[src/rtl/m65c02_irq_timer_pkg.sv]
// Shared constants for the M65C02 interval timer / IRQ source.
// Holds the register offsets, the CTRL/STAT bit positions and the reset values.
package m65c02_irq_timer_pkg;

  // Register offsets (A[2:0])
  localparam logic [2:0] ADR_RLD_L = 3'd0;
  localparam logic [2:0] ADR_RLD_H = 3'd1;
  localparam logic [2:0] ADR_CTRL  = 3'd2;
  localparam logic [2:0] ADR_STAT  = 3'd3;
  localparam logic [2:0] ADR_PRE   = 3'd4;
  localparam logic [2:0] ADR_RSVD  = 3'd5;
  localparam logic [2:0] ADR_SWSET = 3'd6;
  localparam logic [2:0] ADR_SWCLR = 3'd7;

  // CTRL bits
  localparam int CTRL_EN   = 0;
  localparam int CTRL_AUTO = 1;
  localparam int CTRL_IE   = 2;

  // STAT bits
  localparam int STAT_TF  = 0;
  localparam int STAT_IRQ = 1;

  // Reset values
  localparam logic [7:0]  RST_BYTE = 8'h00;
  localparam logic [15:0] RST_WORD = 16'h0000;
  localparam logic        RST_BIT  = 1'b0;

endpackage

[src/rtl/m65c02_prescaler.sv]
// Loadable prescaler down-counter.
// Ports: Clk/nRstO clock and async active-low reset; en enables counting;
// load restarts the count from pre; tick is high while en=1 and the count is 0.
module m65c02_prescaler #(
  parameter int pPreWidth = 8
) (
  input  logic                 Clk,
  input  logic                 nRstO,
  input  logic                 en,
  input  logic                 load,
  input  logic [pPreWidth-1:0] pre,
  output logic                 tick
);

  logic [pPreWidth-1:0] cnt;

  assign tick = en & (cnt == '0);

  always_ff @(posedge Clk or negedge nRstO) begin
    if (!nRstO)       cnt <= '0;
    else if (load)    cnt <= pre;
    else if (en)      cnt <= tick ? pre : cnt - pPreWidth'(1);
  end

endmodule

[src/rtl/m65c02_irq_timer.sv]
// Memory-mapped interval timer and interrupt source for the M65C02 bus.
// Ports: Clk/nRstO bus clock and async active-low reset; Sel/Adr/WrStb/RdStb/DI
// bus access; DO combinational read data (0 when not selected); nIRQ_OE
// registered open-drain enable for nIRQ; TO one-cycle timeout pulse.
module m65c02_irq_timer
  import m65c02_irq_timer_pkg::*;
#(
  parameter int pCntWidth = 16,
  parameter int pPreWidth = 8
) (
  input  logic       Clk,
  input  logic       nRstO,
  input  logic       Sel,
  input  logic [2:0] Adr,
  input  logic       WrStb,
  input  logic       RdStb,
  input  logic [7:0] DI,
  output logic [7:0] DO,
  output logic       nIRQ_OE,
  output logic       TO
);

  logic [pCntWidth-1:0] rld, cnt;
  logic [7:0]           hlat;
  logic [pPreWidth-1:0] pre;
  logic                 en, auto_rld, ie, tf, swirq;
  logic                 wr, rd, wr_rldh, en_rise, tick, timeout;

  assign wr      = Sel & WrStb;
  assign rd      = Sel & RdStb;
  assign wr_rldh = wr && (Adr == ADR_RLD_H);
  assign en_rise = wr && (Adr == ADR_CTRL) && DI[CTRL_EN] && !en;

  // A reload write discards a coincident tick, so it must also mask the timeout.
  assign timeout = tick && (cnt == '0) && !wr_rldh;

  m65c02_prescaler #(.pPreWidth(pPreWidth)) u_pre (
    .Clk   (Clk),
    .nRstO (nRstO),
    .en    (en),
    .load  (wr_rldh | en_rise),
    .pre   (pre),
    .tick  (tick)
  );

  always_ff @(posedge Clk or negedge nRstO) begin
    if (!nRstO) begin
      rld      <= RST_WORD;
      cnt      <= RST_WORD;
      hlat     <= RST_BYTE;
      pre      <= RST_BYTE;
      en       <= RST_BIT;
      auto_rld <= RST_BIT;
      ie       <= RST_BIT;
      tf       <= RST_BIT;
      swirq    <= RST_BIT;
      nIRQ_OE  <= RST_BIT;
      TO       <= RST_BIT;
    end else begin
      if (wr) begin
        case (Adr)
          ADR_RLD_L: rld[7:0] <= DI;
          ADR_RLD_H: rld[pCntWidth-1:8] <= DI;
          ADR_CTRL: begin
            en       <= DI[CTRL_EN];
            auto_rld <= DI[CTRL_AUTO];
            ie       <= DI[CTRL_IE];
          end
          ADR_PRE:   pre   <= DI;
          ADR_SWSET: swirq <= 1'b1;
          ADR_SWCLR: swirq <= 1'b0;
          default: ;
        endcase
      end

      // Counter: a reload write takes the new high byte straight from DI.
      if (wr_rldh)
        cnt <= {DI, rld[7:0]};
      else if (tick) begin
        if (cnt != '0)    cnt <= cnt - pCntWidth'(1);
        else if (auto_rld) cnt <= rld;
      end

      // One-shot timeout stops the timer, overriding a same-cycle CTRL write.
      if (timeout && !auto_rld) en <= 1'b0;

      // Set beats a same-cycle clear.
      if (timeout)
        tf <= 1'b1;
      else if (wr && (Adr == ADR_STAT) && DI[STAT_TF])
        tf <= 1'b0;

      // Snapshot the high byte with the low-byte read so a 16-bit read is coherent.
      if (rd && (Adr == ADR_RLD_L)) hlat <= cnt[pCntWidth-1:8];

      TO      <= timeout;
      nIRQ_OE <= (tf & ie) | swirq;
    end
  end

  always_comb begin
    DO = 8'h00;
    if (Sel) begin
      case (Adr)
        ADR_RLD_L: DO = cnt[7:0];
        ADR_RLD_H: DO = hlat;
        ADR_CTRL:  DO = {5'b0, ie, auto_rld, en};
        ADR_STAT:  DO = {6'b0, nIRQ_OE, tf};
        ADR_PRE:   DO = pre;
        default:   DO = 8'h00;
      endcase
    end
  end

endmodule

[config.mk]
export PLATFORM = sky130hd
export DESIGN_NAME = m65c02_irq_timer
export DESIGN_NICKNAME = d
export VERILOG_FILES = /design/src/rtl/m65c02_irq_timer_pkg.sv /design/src/rtl/m65c02_prescaler.sv /design/src/rtl/m65c02_irq_timer.sv
export SDC_FILE = /design/constraint.sdc
export NUM_CORES = 1
export LEC_CHECK = 0
export ABC_AREA = 1
export CAP_MARGIN = 15
export CORE_UTILIZATION = 42
export CTS_CLUSTER_SIZE = 14
export DETAILED_ROUTE_END_ITERATION = 12
export GPL_TIMING_DRIVEN = 0
export SYNTH_ARGS = -nofsm -noshare
export SYNTH_HDL_FRONTEND = slang
export SYNTH_SLANG_ARGS = --single-unit
[constraint.sdc]
create_clock -name Clk -period 2.7 [get_ports Clk]
set_input_delay 0.54 -clock Clk [delete_from_list [all_inputs] [get_ports Clk]]
set_output_delay 0.54 -clock Clk [all_outputs]
set_load 0.005 [all_outputs]
Word level (Yosys, flattened, before mapping)
Index checks and enable logic that the tools add are counted.
- bits in latches: 0
- memories kept: 0
- bits in read-only memories: 0
- output and inout bits: 10
- bits in writable memories: 0
- bits in registers: 63
- bits of input ports: 16
- $add $sub $neg: 2
- magnitude comparators: 0
- bitwise gates (word level): 6
- shifts and indexed selects: 0
- eq/ne operators: 6
- multipliers: 0
- multiplexer cells: 15
- div/mod/pow operators: 0
- reductions and logical operators: 31
- operators by type and width (cell ; count):
    $mux W16 ; 4
    $pmux W8 S5 ; 1
    $mux W8 ; 4
    $logic_not A16 Y1 ; 1
    $reduce_bool A16 Y1 ; 1
    $sub A16 B1 Y16 const B ; 1
    $reduce_and A2 Y1 ; 7
    $reduce_bool A2 Y1 ; 6
    $logic_and A1 B1 Y1 ; 10
    $eq A3 B3 Y1 const B ; 3
    $logic_not A8 Y1 ; 1
    $sub A8 B1 Y8 const B ; 1
    $eq A3 B2 Y1 const B ; 2
    $mux W1 ; 5
    $and A1 B1 Y1 ; 4
    $eq A3 B1 Y1 const B ; 1
    $logic_not A1 Y1 ; 3
    $logic_not A3 Y1 ; 1
    $reduce_bool A3 Y1 ; 1
    $or A1 B1 Y1 ; 2
    $pmux W1 S2 ; 1

Logic depth before layout (Yosys ltp)
Gate-level depths: netlist (run 1).
- word-level depth: 7
- depth in mapped cells: 12

By module
From an unflattened synthesis (run 1), not the netlist that was laid out.
- cell total of the unflattened synthesis: 521
- area total of the unflattened synthesis: 3747.3 µm²
- by module, submodules not included (module ; sequential area each (µm²) ; times used ; cells an instance ; area an instance (µm²)):
    m65c02_irq_timer ; 1376.3 ; 1 ; 421 ; 3115.5
    m65c02_prescaler ; 200.2 ; 1 ; 100 ; 631.9

Least setup slack after synthesis (run 1)
Ideal clock, no wire load.
- kind: input -> output
- from: input port Adr[1]
- to: output port DO[1]
- slack: 0.966 ns
- buffers on the path: 0
- cell stages on the path: 5
- required time: 2.160 ns
- arrival: 1.194 ns
- path through: nor2_1 > nand2_1 > o22ai_1 > a21oi_1 > a31oi_1
- word-level cells in the longest chain between the ends: 3
- elaborated cells on any way between the ends: 7
- classes of those cells: eq/ne: 4; mux: 2; reduce/logical: 1
- ends and longest elaborated chain (element ; line ; source):
    start: declaration ; m65c02_irq_timer.sv:14 ; input logic [2:0] Adr,
    $eq A3 B3 Y1, or another cell as far along ; m65c02_irq_timer.sv:104 ; case (Adr)
    $pmux W8 S5 (*) ; m65c02_irq_timer.sv:104 ;
    $mux W8 (*) ; m65c02_irq_timer.sv:103 ; if (Sel) begin
    end: declaration ; m65c02_irq_timer.sv:18 ; output logic [7:0] DO,
Mark *: on every way between the ends. The rest lies on a longest branch, timed or not.

Final worst setup path (run 1)
- from: input port Adr[0]
- to: output port DO[6]
Same word-level chain as after synthesis.

==> qor.yml, run 1 <==
place:
  portBuffers: 24
  dp.cells: 634
  placed_area_um2: 4049
  place_hpwl_um: 7483
  routabilityCongestion: 0.9386
power_and_ir_drop:
  power_frac_seq_pct: 39.7
  p_leak_nw: 2.105
  p_int_mw: 2.200
  power_density_nw_per_um2: 890.0
  totalPowerFinal_mw: 3.790
  netSwitchingFraction_pct: 41.96
  switching_power_mw: 1.591
  ir_drop_mv: 0.4258
  p_clk_share_pct: 22.1
  power_frac_comb_pct: 38.1
status:
  status: "finished, final reports clean"
logic_synthesis:
  syn-num-nets: 525
  yosysSeqAreaShare_pct: 42.84
  synth.cell_area_um2: 3680
  yosysWarnings: 0
  avgSynthCellArea_um2: 7.287
  synthCells: 505
  ys_seq_elements: 63
  synth.distinct_cells: 31
finish:
  final_cell_mix: "nand2_1, inv_1, dfrtp_1"
  stdcell_count: 650
  drive_gt1_share_pct: 11.19
  layout_commonest_cell: "nand2_1"
  final_cell_area_um2: 4259
  nets: 560
  antenna_cells: 0
  syn_to_final_growth_pct: 15.74
setup_path:
  critPathMaxFanout: 8
  critical_path_class: "in2out"
  crit_chain: "dlygate4sd2_1 > nor2_4 > nand2_2 > o221ai_1 > nand2_1 > inv_1 > clkdlybuf4s50_1"
  required_ns: 2.16
  critPathMaxStageDelay_ns: 0.49
  end_kind: "output port"
  worstPathArrival_ns: 2.03
  crit_slowest_cell: "clkdlybuf4s50_1"
  critPathLaunchType: "input port"
route:
  wirelength_um: 10120
  num_vias: 3371
  viasPerCell: 5.186
  routedWlPerCell_um: 15.56
  drtPass1Iterations: 5
  drt_iter0_drc: 177
  ant_nets: 0
  drcViolationCount: 0
clock_tree:
  h-tree-depth: 3
  cts.clk_slew.worst_paths_ns: 0.08
  root_buffer: "clkbuf_8"
  cts_tree: "yes"
  cts_buffers: 9
  clk_latency_ns: 0.35
  clockBufferDepth: 2
  clock_sinks: 63
die:
  die_x_um: 95.60
  io_pins: 26
  rows: 33
  start_util_pct: 44.12
  fp.dieArea_um2: 9139
  die_y_um: 95.60
  core_um2: 8341
global_routing:
  grt_antenna_before_repair: 0
  grt_pass1_vias: 3158
  grt_pass1_wl_um: 16330
  track_usage_pct: 24.52
  grt_overflow_total: 0
  grt_max_degree: 64
timing:
  slew_headroom_pct: 44.98
  setup_violations: 0
  min_period_ns: 2.572
  period_share_pct: 95.25
  rsz0062_at_grt: "no"
  tightest_slew_ns: 0.8253
  clock_skew_ns: 0.009549
  hold_viol: 0
  maxSlewViolCount: 0
  timing.fmax_mhz: 388.8
run:
  maxCapViolCount: 0
hold_path:
  hold_path_class: "in2async"
## logic make-up after synthesis
group | count (synthesis) | share of synthesized area [%]
AOI/OAI and AO/OA | 76 | 11.46
xor gates and xnor gates | 10 | 2.380
adders and majority gates | 4 | 1.360
buffers and inverters | 87 | 9.691
DFF | 63 | 42.84
muxes | 3 | 0.9180
and+or+nand+nor | 262 | 31.35
## layout make-up
class / count / area (µm²)
fillers: 858 / 4081
multi-input cells: 355 / 1764
flip-flops and latches: 63 / 1577
inverters: 76 / 285.3
repair buffers: 24 / 234.0
well taps: 105 / 131.4
clock buffers: 9 / 123.9
clock inverters: 7 / 72.57
plain buffers: 11 / 71.32
## through the flow
step	setup TNS, ns	util [%]	hold slack, ns	worst slack [ns]
after floorplan	0	-	0.2444	0.9662
final	0	51.07	0.2860	0.1282
after global placement	-69.72	48.57	0.4600	-1.089
after global routing	0	51.07	0.3413	0.008489
after detailed placement	-1.446	48.54	0.4644	-0.2540
after CTS	0	51.07	0.3100	0.1359
## power groups by stage
stage / combinational, mW / clock [mW] / sequential (mW)
floorplan: 1.09 / 0 / 1.44
global placement: 1.39 / 0 / 1.51
detailed placement: 1.42 / 0 / 1.52
CTS: 1.44 / 0.856 / 1.50
global route: 1.66 / 0.898 / 1.54
finish: 1.45 / 0.839 / 1.51
## state kept, by name, summed over array words and instances, names as in the netlist
signal and cells:
cnt 16, rld 16, hlat 8, pre 8
u_pre.cnt 8, TO 1, auto_rld 1, en 1
ie 1, nIRQ_OE 1, swirq 1, tf 1
## metal layers
metal,vias to the layer above,global-route usage (%),part of all wire (%),routed length (µm)
li1,1670,-,-,-
met3,20,3.349,5.2,523
met1,1569,33.67,47,4775
met5,-,0,0,0
met4,0,12.06,3.1,315
met2,112,37.86,44,4501
## timing repair
item | in CTS | in global routing
hold buffers | 0 | 0
resized for setup | 9 | 0
setup buffers | 0 | 0
setup endpoints to repair | 8 | 0
## synth_stat cells (all sizes together)
cell type  number  share of area, %
a22oi           1              0.20
buf            11               1.9
nor3            7               1.1
inv            76               7.8
o21bai          2              0.41
nand4           4              0.68
dfrtp          63                43
xor2            7               1.7
nand3          39               6.2
a21oi           5              0.68
ha              4               1.4
xnor2           3              0.71
nor2           67               8.0
mux2            3              0.92
nand2         145                15
o221ai          5               1.2
a211oi          2              0.41
a31oi           1              0.17
o21ai          56               7.7
o22ai           4              0.68
## worst max-delay path: cells and delay by family
kind / cells / cell delay (ns)
buffers and inverters: 3 / 0.86
and+or+nand+nor: 3 / 0.40
AOI/OAI and AO/OA: 1 / 0.23
## worst paths after layout
check | from | endpoint | slack [ns] | depth (start not counted)
setup reg to reg | cnt[0]$_DFFE_PN0P_ | cnt[7]$_DFFE_PN0P_ | 0.75 | 10
max in group asynchronous | nRstO | cnt[7]$_DFFE_PN0P_ | 1.88 | 1
setup / recovery | Adr[0] | DO[6] | 0.13 | 7
min in group Clk | swirq$_DFFE_PN0P_ | nIRQ_OE$_DFF_PN0_ | 0.48 | 1
hold reg to reg | swirq$_DFFE_PN0P_ | nIRQ_OE$_DFF_PN0_ | 0.48 | 1
hold / removal | nRstO | u_pre.cnt[2]$_DFFE_PN0P_ | 0.29 | 1
No activity file was read; power rests on OpenSTA's default activity.
==> run 2, diff against run 1 <==
Settings changed: PLACE_DENSITY_LB_ADDON set to 0.3.
==> run 2 against run 1 <==
  * Utilization increased by 0.090 points
  * Worst hold slack got worse by 0.013 ns
  * Die area unchanged
  * Sequential share of layout area decreased by 0.065 points
  * First-iteration DRC count increased by 5.6%
  * Highest routed layer unchanged
  * Clock power decreased by 2%
==> qor.yml, run 2 (same netlist as run 1, synthesis figures left out) <==
global_routing:
  grt_overflow_total: 0  # unchanged
  track_usage_pct: 23.69  # was 24.52%
  grt_use_met3_pct: 5.104  # was 3.349%
  grtUsageMet1_pct: 32.75  # was 33.67%
  grt_pass1_vias: 3245  # was 3158
  busiest_layer: "met2"  # unchanged
  grt_max_degree: 64  # unchanged
  grt_antenna_before_repair: 0  # unchanged
  grt_pass1_wl_um: 15950  # was 16330 µm
  met2_usage_pct: 36.01  # was 37.86%
clock_tree:
  holdBufCountCts: 0  # unchanged
  root_buffer: "clkbuf_8"  # unchanged
  clk_latency_ns: 0.34  # was 0.35 ns
  cts_tree: "yes"  # unchanged
  clock_sinks: 63  # unchanged
  h-tree-depth: 3  # unchanged
  cts_setup_buffers: 0  # unchanged
  clockBufferDepth: 2  # unchanged
  cts.clk_slew.worst_paths_ns: 0.07  # was 0.08 ns
  cts_buffers: 9  # unchanged
die:
  io_pins: 26  # unchanged
  rows: 33  # unchanged
  start_util_pct: 44.12  # unchanged
  fp.dieArea_um2: 9139  # unchanged
  die_x_um: 95.60  # unchanged
  die_y_um: 95.60  # unchanged
  core_um2: 8341  # unchanged
hold_path:
  hold_path_class: "in2async"  # unchanged
power_and_ir_drop:
  p_leak_nw: 2.105  # about the same
  power_frac_seq_pct: 39.7  # about the same
  p_int_mw: 2.227  # was 2.200 mW
  switching_power_mw: 1.543  # was 1.591 mW
  power_frac_comb_pct: 38.5  # was 38.1%
  netSwitchingFraction_pct: 40.94  # was 41.96%
  ir_drop_mv: 0.3525  # was 0.4258 mV
  p_clk_share_pct: 21.9  # was 22.1%
  totalPowerFinal_mw: 3.770  # was 3.790 mW
  power_density_nw_per_um2: 883.7  # was 890.0 nW/µm²
finish:
  final_cell_area_um2: 4267  # was 4259 µm²
  layout_commonest_cell: "nand2_1"  # unchanged
  drive_gt1_share_pct: 11.01  # was 11.19%
  nets: 560  # unchanged
  fillers: 842  # was 858
  multi_input_area_um2: 1777  # was 1764 µm²
  final_util_pct: 51.16  # was 51.07%
  syn_to_final_growth_pct: 15.95  # was 15.74%
  reg_top3: "cnt (16), rld (16)"  # unchanged
  antenna_cells: 0  # unchanged
  final_cell_mix: "nand2_1, inv_1, dfrtp_1"  # unchanged
  register_area_um2: 1577  # unchanged
setup_path:
  crit_chain: "dlygate4sd2_1 > nor2_4 > nand2_2 > o22ai_1 > a211oi_1 > nor2_1 > clkdlybuf4s50_1"  # was dlygate4sd2_1 > nor2_4 > nand2_2 > o221ai_1 > nand2_1 > inv_1 > clkdlybuf4s50_1
  critPathMaxFanout: 8  # unchanged
  r2r-start: "cnt[0]$_DFFE_PN0P_"  # unchanged
  required_ns: 2.16  # about the same
  end_kind: "output port"  # unchanged
  rr_worst_depth: 10  # unchanged
  rr_endpoint: "cnt[7]$_DFFE_PN0P_"  # unchanged
  critPathLaunchType: "input port"  # unchanged
  worstPathArrival_ns: 2.08  # was 2.03 ns
  critical_path_class: "in2out"  # unchanged
  rrSetupSlack_ns: 0.68  # was 0.75 ns
  critPathMaxStageDelay_ns: 0.50  # was 0.49 ns
  crit_slowest_cell: "clkdlybuf4s50_1"  # unchanged
place:
  routabilityCongestion: 0.9163  # was 0.9386
  placed_area_um2: 4049  # unchanged
  portBuffers: 24  # unchanged
  place_hpwl_um: 7279  # was 7483 µm
timing:
  min_period_ns: 2.624  # was 2.572 ns
  setup_violations: 0  # unchanged
  maxSlewViolCount: 0  # unchanged
  rsz0062_at_grt: "no"  # unchanged
  clock_skew_ns: 0.009904  # was 0.009549 ns
  timing.fmax_mhz: 381.1  # was 388.8 MHz
  hold_viol: 0  # unchanged
  period_share_pct: 97.18  # was 95.25%
  tightest_slew_ns: 0.7967  # was 0.8253 ns
  holdWs_ns: 0.2735  # was 0.2860 ns
  slew_headroom_pct: 46.88  # was 44.98%
route:
  drt_iter0_drc: 187  # was 177
  routedWlPerCell_um: 15.13  # was 15.56 µm
  ant_nets: 0  # unchanged
  wirelength_um: 9836  # was 10120 µm
  num_vias: 3374  # was 3371
  drcViolationCount: 0  # unchanged
  viasPerCell: 5.191  # was 5.186
  drtPass1Iterations: 5  # unchanged
run:
  maxCapViolCount: 0  # unchanged
status:
  status: "finished, final reports clean"  # unchanged
-- run 2: cell types whose count changed in the layout (fill, tap and decap cells not counted) --
cell        previous run  this run
clkinvlp_4             2         1
o22ai_1                4         3
clkbuf_1               0         3
clkinv_2               2         1
o221ai_2               0         1
inv_6                  1         0
o22ai_2                0         1
o221ai_1               5         4
clkinv_4               1         0
clkbuf_8               9        10
-- run 2: final cells by class --
type                    count  area share, %
repair buffers             24          5.484
inverters                  76          6.686
flip-flops and latches     63          36.95
plain buffers              11          1.672
multi-input cells         355          41.64
clock buffers              13          3.490
well taps                 105          3.079
clock inverters             3         0.9971
-- run 2: metrics by stage --
step	cells	TNS (ns)	setup WS [ns]
after CTS	650	0	0.07447
after floorplan	505	0	0.9662
final	650	0	0.07626
after detailed placement	634	-1.328	-0.2393
after global placement	634	-68.62	-1.074
after global routing	650	0	0.0002771
-- run 2: routing by layer --
layer,up-vias,wire [µm],part of all wire (%)
met2,109,4375,44
met4,0,246,2.5
met5,-,0,0
met1,1573,4709,48
li1,1670,-,-
met3,22,505,5.1
-- run 2: how the worst max path moves through the flow --
stage | end | slack, ns | from
6_report | DO[0] | 0.08 | Adr[1]
5_1_grt | DO[1] | 0.0003 | Adr[1]
4_1_cts | DO[1] | 0.07 | Adr[1]
3_5_place_dp | DO[0] | -0.24 | Adr[1]
3_3_place_gp | rld[13]$_DFFE_PN0P_ | -1.07 | nRstO
2_1_floorplan | DO[1] | 0.97 | Adr[1]
-- run 2: what timing repair did --
| action | in CTS | in global routing |
|---|---|---|
| gates resized for setup | 8 | 3 |
| setup endpoints to repair | 8 | 2 |
| gates cloned | 0 | 0 |
-- run 2: power by group through the flow --
stage	sequential, mW	combinational, mW	clock [mW]
after floorplan	1.44	1.09	0
after global placement	1.50	1.39	0
after detailed placement	1.51	1.42	0
after CTS	1.49	1.43	0.837
after global routing	1.53	1.68	0.891
final	1.50	1.45	0.824
-- run 2: worst max-delay path: cells and delay by family --
family,cells,cell delay [ns]
simple gates,3,0.41
buf+inv,2,0.82
compound gates,2,0.32
